===== config.mk =====
export PLATFORM = sky130hd
export DESIGN_NAME = bus_valve_drain_flat
export DESIGN_NICKNAME = d
export VERILOG_FILES = /design/src/rtl/bus_valve_drain_if.sv /design/src/rtl/bus_valve_drain.sv /design/src/flat_wrapper.sv
export SDC_FILE = /design/constraint.sdc
export NUM_CORES = 1
export LEC_CHECK = 0
export ABC_AREA = 0
export BUFFER_PORTS_ARGS = -buffer_cell sky130_fd_sc_hd__clkbuf_2
export CAP_MARGIN = 40
export CORE_AREA = 2 2 87 89
export CTS_BUF_LIST = sky130_fd_sc_hd__clkbuf_2 sky130_fd_sc_hd__clkbuf_4 sky130_fd_sc_hd__clkbuf_8
export CTS_CLUSTER_SIZE = 20
export DETAILED_ROUTE_END_ITERATION = 8
export DIE_AREA = 0 0 89 91
export GPL_ROUTABILITY_DRIVEN = 0
export GPL_TIMING_DRIVEN = 0
export PLACE_DENSITY = 0.69
export SETUP_SLACK_MARGIN = 0.5
export SYNTH_ARGS = -nofsm -noshare
export SYNTH_HDL_FRONTEND = slang
export SYNTH_SLANG_ARGS = --single-unit

===== constraint.sdc =====
create_clock -name clk -period 2 [get_ports clk]
set_input_delay 0.6 -clock clk [delete_from_list [all_inputs] [get_ports clk]]
set_output_delay 0.6 -clock clk [all_outputs]
set_load 0.1 [all_outputs]

===== src/rtl/bus_valve_drain_if.sv =====
// OMNIBUS command/response types and the Bus_if bundle shared by both sides of the valve.
package Bus;
   typedef enum logic [1:0] {IDLE = 2'd0, WR = 2'd1, RD = 2'd2} cmd_t;
   typedef enum logic [1:0] {NULL = 2'd0, DVA = 2'd1, ERR = 2'd2} resp_t;
endpackage

interface Bus_if #(
   parameter int unsigned AW = 32,
   parameter int unsigned DW = 32
);
   Bus::cmd_t         MCmd;
   logic [AW-1:0]     MAddr;
   logic [DW-1:0]     MData;
   logic [DW/8-1:0]   MByteEn;
   logic              MRespAccept;
   logic              MReset_n;
   logic              SCmdAccept;
   Bus::resp_t        SResp;
   logic [DW-1:0]     SData;

   modport master (
      output MCmd, MAddr, MData, MByteEn, MRespAccept, MReset_n,
      input  SCmdAccept, SResp, SData
   );

   modport slave (
      input  MCmd, MAddr, MData, MByteEn, MRespAccept, MReset_n,
      output SCmdAccept, SResp, SData
   );
endinterface


===== src/rtl/bus_valve_drain.sv =====
// Draining bus valve: on close it stops new commands, waits for in-flight reads to
// return, then isolates the downstream segment (stalling or error-replying upstream).
module bus_valve_drain #(
   parameter int unsigned MAX_OUTSTANDING = 8,
   parameter bit          DROP_MODE       = 1'b1,
   parameter bit          RESET_CLOSED    = 1'b0
) (
   input  logic                                 clk,
   input  logic                                 reset_n,
   Bus_if.slave                                 in,
   Bus_if.master                                out,
   input  logic                                 close,
   output logic                                 is_closed,
   output logic [$clog2(MAX_OUTSTANDING+1)-1:0] outstanding
);
   localparam int unsigned   CW      = $clog2(MAX_OUTSTANDING + 1);
   localparam logic [CW-1:0] CNT_MAX = CW'(MAX_OUTSTANDING);

   typedef enum logic [1:0] {S_OPEN, S_DRAIN, S_CLOSED} state_t;
   localparam state_t S_RESET = RESET_CLOSED ? S_CLOSED : S_OPEN;

   state_t        r_state;
   state_t        w_nxt_state;
   logic [CW-1:0] r_cnt;
   logic          r_err_pend;
   logic          r_is_closed;
   logic          w_rd_full;
   logic          w_issue;
   logic          w_retire;
   logic          w_err_set;
   logic          w_err_clr;

   assign w_rd_full = (r_cnt == CNT_MAX);
   assign w_issue   = (out.MCmd == Bus::RD) && out.SCmdAccept;
   // Stray responses arriving while closed are not tracked reads.
   assign w_retire  = (r_state != S_CLOSED) && (out.SResp != Bus::NULL) && out.MRespAccept;
   assign w_err_set = DROP_MODE && (r_state == S_CLOSED) && (in.MCmd == Bus::RD) && in.SCmdAccept;
   assign w_err_clr = r_err_pend && in.MRespAccept;

   always_comb begin
      out.MCmd        = Bus::IDLE;
      out.MAddr       = in.MAddr;
      out.MData       = in.MData;
      out.MByteEn     = in.MByteEn;
      out.MRespAccept = in.MRespAccept;
      out.MReset_n    = in.MReset_n;
      in.SCmdAccept   = 1'b0;
      in.SResp        = out.SResp;
      in.SData        = out.SData;
      case (r_state)
         S_OPEN: begin
            if (!((in.MCmd == Bus::RD) && w_rd_full)) begin
               out.MCmd      = in.MCmd;
               in.SCmdAccept = out.SCmdAccept;
            end
         end
         S_CLOSED: begin
            out.MAddr       = 'x;
            out.MData       = 'x;
            out.MByteEn     = 'x;
            out.MRespAccept = 1'b1;
            out.MReset_n    = reset_n;
            in.SData        = '0;
            in.SResp        = Bus::NULL;
            if (DROP_MODE) begin
               in.SCmdAccept = !r_err_pend;
               if (r_err_pend) in.SResp = Bus::ERR;
            end
         end
         default: ;
      endcase
   end

   always_comb begin
      w_nxt_state = r_state;
      case (r_state)
         S_OPEN:
            if (close) w_nxt_state = S_DRAIN;
         S_DRAIN:
            if (!close)
               w_nxt_state = S_OPEN;
            else if ((r_cnt == '0) || ((r_cnt == CW'(1)) && w_retire))
               w_nxt_state = S_CLOSED;
         S_CLOSED:
            // A read accepted this cycle owes an ERR reply, so it also pins CLOSED.
            if (!close && !r_err_pend && !w_err_set) w_nxt_state = S_OPEN;
         default:
            w_nxt_state = S_RESET;
      endcase
   end

   always_ff @(posedge clk or negedge reset_n) begin
      if (!reset_n) begin
         r_state     <= S_RESET;
         r_is_closed <= RESET_CLOSED;
      end else begin
         r_state     <= w_nxt_state;
         r_is_closed <= (w_nxt_state == S_CLOSED);
      end
   end

   always_ff @(posedge clk or negedge reset_n) begin
      if (!reset_n) begin
         r_cnt      <= '0;
         r_err_pend <= 1'b0;
      end else begin
         if (w_issue && !w_retire && (r_cnt != CNT_MAX))
            r_cnt <= r_cnt + 1'b1;
         else if (w_retire && !w_issue && (r_cnt != '0))
            r_cnt <= r_cnt - 1'b1;
         if (w_err_set)
            r_err_pend <= 1'b1;
         else if (w_err_clr)
            r_err_pend <= 1'b0;
      end
   end

   assign is_closed   = r_is_closed;
   assign outstanding = r_cnt;

   a_no_underflow: assert property (@(posedge clk) disable iff (!reset_n)
      !(w_retire && !w_issue && (r_cnt == '0)));

endmodule


===== src/flat_wrapper.sv =====
// flat-port wrapper written by rule: the top's interface ports become plain ports
module bus_valve_drain_flat 
#(
   parameter int unsigned MAX_OUTSTANDING = 8,
   parameter bit          DROP_MODE       = 1'b1,
   parameter bit          RESET_CLOSED    = 1'b0
)
  (clk, reset_n, close, is_closed, outstanding, in_MCmd, in_MAddr, in_MData, in_MByteEn, in_MRespAccept, in_MReset_n, in_SCmdAccept, in_SResp, in_SData, out_MCmd, out_MAddr, out_MData, out_MByteEn, out_MRespAccept, out_MReset_n, out_SCmdAccept, out_SResp, out_SData);
  Bus_if in_i ();
  Bus_if out_i ();
  input  logic clk;
  input  logic reset_n;
  input  logic close;
  output logic is_closed;
  output logic [$clog2(MAX_OUTSTANDING+1)-1:0] outstanding;
  input wire logic [$bits(in_i.MCmd)-1:0] in_MCmd;
  input wire logic [$bits(in_i.MAddr)-1:0] in_MAddr;
  input wire logic [$bits(in_i.MData)-1:0] in_MData;
  input wire logic [$bits(in_i.MByteEn)-1:0] in_MByteEn;
  input wire logic [$bits(in_i.MRespAccept)-1:0] in_MRespAccept;
  input wire logic [$bits(in_i.MReset_n)-1:0] in_MReset_n;
  output wire logic [$bits(in_i.SCmdAccept)-1:0] in_SCmdAccept;
  output wire logic [$bits(in_i.SResp)-1:0] in_SResp;
  output wire logic [$bits(in_i.SData)-1:0] in_SData;
  output wire logic [$bits(out_i.MCmd)-1:0] out_MCmd;
  output wire logic [$bits(out_i.MAddr)-1:0] out_MAddr;
  output wire logic [$bits(out_i.MData)-1:0] out_MData;
  output wire logic [$bits(out_i.MByteEn)-1:0] out_MByteEn;
  output wire logic [$bits(out_i.MRespAccept)-1:0] out_MRespAccept;
  output wire logic [$bits(out_i.MReset_n)-1:0] out_MReset_n;
  input wire logic [$bits(out_i.SCmdAccept)-1:0] out_SCmdAccept;
  input wire logic [$bits(out_i.SResp)-1:0] out_SResp;
  input wire logic [$bits(out_i.SData)-1:0] out_SData;
  assign in_i.MCmd = in_MCmd;
  assign in_i.MAddr = in_MAddr;
  assign in_i.MData = in_MData;
  assign in_i.MByteEn = in_MByteEn;
  assign in_i.MRespAccept = in_MRespAccept;
  assign in_i.MReset_n = in_MReset_n;
  assign in_SCmdAccept = in_i.SCmdAccept;
  assign in_SResp = in_i.SResp;
  assign in_SData = in_i.SData;
  assign out_MCmd = out_i.MCmd;
  assign out_MAddr = out_i.MAddr;
  assign out_MData = out_i.MData;
  assign out_MByteEn = out_i.MByteEn;
  assign out_MRespAccept = out_i.MRespAccept;
  assign out_MReset_n = out_i.MReset_n;
  assign out_i.SCmdAccept = out_SCmdAccept;
  assign out_i.SResp = out_SResp;
  assign out_i.SData = out_SData;
  bus_valve_drain #(.MAX_OUTSTANDING(MAX_OUTSTANDING), .DROP_MODE(DROP_MODE), .RESET_CLOSED(RESET_CLOSED)) u_core (.clk(clk), .reset_n(reset_n), .in(in_i), .out(out_i), .close(close), .is_closed(is_closed), .outstanding(outstanding));
endmodule

==> reports/results.ini <==
[worst_setup_path]
worstPathArrival_ps=1510
timing.rr.end=u_core.outstanding[3]
r2r-start=u_core.outstanding[1]
reg2regPathDepth=7
r2r_slack_ps=330
crit_type=flip-flop to primary output
cp-end-kind=primary output
cp-start-kind=flip-flop
worstPathRequired_ps=1400
worstPathMaxFanout=8

[floorplan]
die-area_mm2=0.00810
die_height_um=91
die_x_um=89
start_util_pct=18.8
num_rows=31
io_pins=222
core_mm2=0.00714

[timing]
rsz0062_at_grt=true
hold_violations=0
slew_headroom_pct=72.1
fmax_mhz=473
drv_slew=0
setup_viol=36
worst_slew_pin_slew_ps=415
fin_crit_sh_pct=106
layout_setup_ws_ps=-114
final_period_minus_worst_setup_slack_ps=2110
fin_skew_ps=2.82

[status]
status=finished, violations left
violations=setup timing

[power]
power_w=0.00418
p_leak_nw=2.65
irDropWorstVdd_uv=975
powerDensity_mw_per_mm2=776

[synth]
yosysSeqAreaShare_pct=14.9
synth_cells=170
yosys-top-cells-area=buf_4, and2_1, dfrtp_1, ha_1, nand2_1
synth.top_cell.area_share_pct=38.1
yosys_register_bits=8
ys_types=34
syn_area_mm2=0.00134
syn_area_per_cell_um2=7.88
yosys_warnings=0
synth_nets=284
synth_top_area_cell=buf_4

[clock_tree]
clockRootBuffer=clkbuf_8
clock_path_buffers=2
cts_hold_buf=0
clk_latency_ps=230
cts_tree=done
cts_inserted_buffers=3
clock-sinks=8
path_clk_slew_ps=50
htreeDepth=1

[detailed_routing]
via_per_inst=4.20
drc=0
ant_nets=0
wire_per_inst_um=24.3
route.vias.total=1894
wirelength_um=11000
firstDrtPassIters=4
drtIter0Drc=42

[global_routing]
grt_pass1_vias=2077
overflow=0
grt_pass1_wl_um=13900
grt_start_max_net_pins=11
track_usage_pct=23.5
antenna_found_initial=0

[layout]
final_layout_size_suffix_gt1_share_pct=92.9
nFillCells=385
final_cell_area_mm2=0.00539
syn_to_final_growth_pct=302
diodes=0
final_util_pct=75.5
mostFrequentLayoutCells=clkbuf_16, buf_6, clkbuf_2
nets=467
final_common_cell=clkbuf_16

[run]
cap_viol_max_count=0

[placed_design]
port_buffers=153
dp_slack_ps=-313
post-dp-hpwl_um=5440
dpl_cell_area_mm2=0.00246

[hold_path]
hp-class=input port to asynchronous set/reset pin

==> cell type report <==
class | instances | area (um^2) | area share, %
Sequential cell | 8 | 213 | 3.95
Clock buffer | 4 | 48.8 | 0.906
Tap cell | 99 | 124 | 2.30
Inverter | 5 | 23.8 | 0.441
Buffer | 72 | 851 | 15.8
Multi-Input combinational cell | 85 | 871 | 16.2
Timing Repair Buffer | 178 | 3260 | 60.5
==> worst max-delay path by stage <==
stage,from,end,slack (ps),cells after the start
final,u_core.r_state[0],in_SData[21],-110,5
after floorplan,u_core.outstanding[1],in_SCmdAccept,-270,5
after global placement,in_MCmd[1],in_SCmdAccept,-310,6
after detailed placement,in_MCmd[1],in_SCmdAccept,-310,6
after global routing,u_core.outstanding[1],in_SCmdAccept,-160,6
after CTS,u_core.r_state[0],in_SData[21],-60,5
==> flip-flops by register name, summed over array words and instances, names as in the netlist <==
register and flops:
u_core.outstanding 4, u_core.r_state 2, u_core.is_closed 1, u_core.r_err_pend 1
==> metrics by stage <==
step           std cells  hold WS [ps]  setup TNS [ps]
6_report             451           234           -2530
5_1_grt              451           239           -3620
4_1_cts              441           220           -1310
3_5_place_dp         422           463           -3140
3_3_place_gp         422           458           -2900
2_1_floorplan        170           304            -344
==> layer usage <==
layer  part of all wire, %  wire length [um]  global-route usage, %  vias to the layer above
met4                   3.9               423                   5.97                        0
met1                    33              3590                   24.2                      901
li1                      -                 -                      -                      846
met5                     0                 0                      0                        -
met2                    54              5910                   43.7                      116
met3                   9.4              1030                   8.55                       31
==> where the power goes <==
part	leakage (nW)	switching, W	internal, W	total, W
sequential	0.0936	0.0000820	0.000235	0.000317
combinational	2.53	0.00209	0.00154	0.00364
clock	0.0262	0.0000711	0.000152	0.000223
==> timing repair <==
action / 4_1_cts / 5_1_grt
buffers inserted: 15 / 7
gates cloned: 0 / 3
setup endpoints to repair: 116 / 51
resized for setup: 423 / 16
pin swaps: 12 / 10
==> synthesized netlist by cell type <==
master and instances:
a211oi_2 2, a21oi_1 2, a21oi_2 1, a311oi_1 1, a31oi_1 1, a31oi_2 1
a32oi_1 1, and2_1 34, and3_1 2, and3_2 2, and4_1 1, buf_2 1
buf_4 68, clkbuf_1 3, dfrtp_1 8, ha_1 4, inv_1 5, mux2i_1 1
nand2_1 7, nand2b_1 4, nand3_1 2, nand3b_1 1, nand4b_1 1, nor2_1 3
nor2b_1 2, nor3_1 2, nor3b_1 1, nor4b_4 1, o2111a_2 1, o21ai_0 1
o21bai_1 1, o22ai_1 2, or2b_1 1, xnor2_1 2
==> worst max-delay path, stage by stage, from the launching register on <==
cell and delay, ps:
dfrtp_2 440, nand2b_4 180, buf_12 160, clkbuf_16 160, and2_4 150, clkbuf_16 190
==> logic make-up after synthesis <==
| kind of cell | count (synthesis) | synth area share [%] |
|---|---|---|
| flip-flops | 8 | 14.9 |
| XOR/XNOR | 2 | 1.31 |
| multiplexers | 1 | 0.747 |
| AND/OR/NAND/NOR | 64 | 29.8 |
| AO/OA/AOI/OAI | 14 | 8.78 |
| adder cells (fa/ha/maj) | 4 | 3.73 |
| buffers and inverters | 77 | 40.7 |
Power figures use the tool's default switching activity.
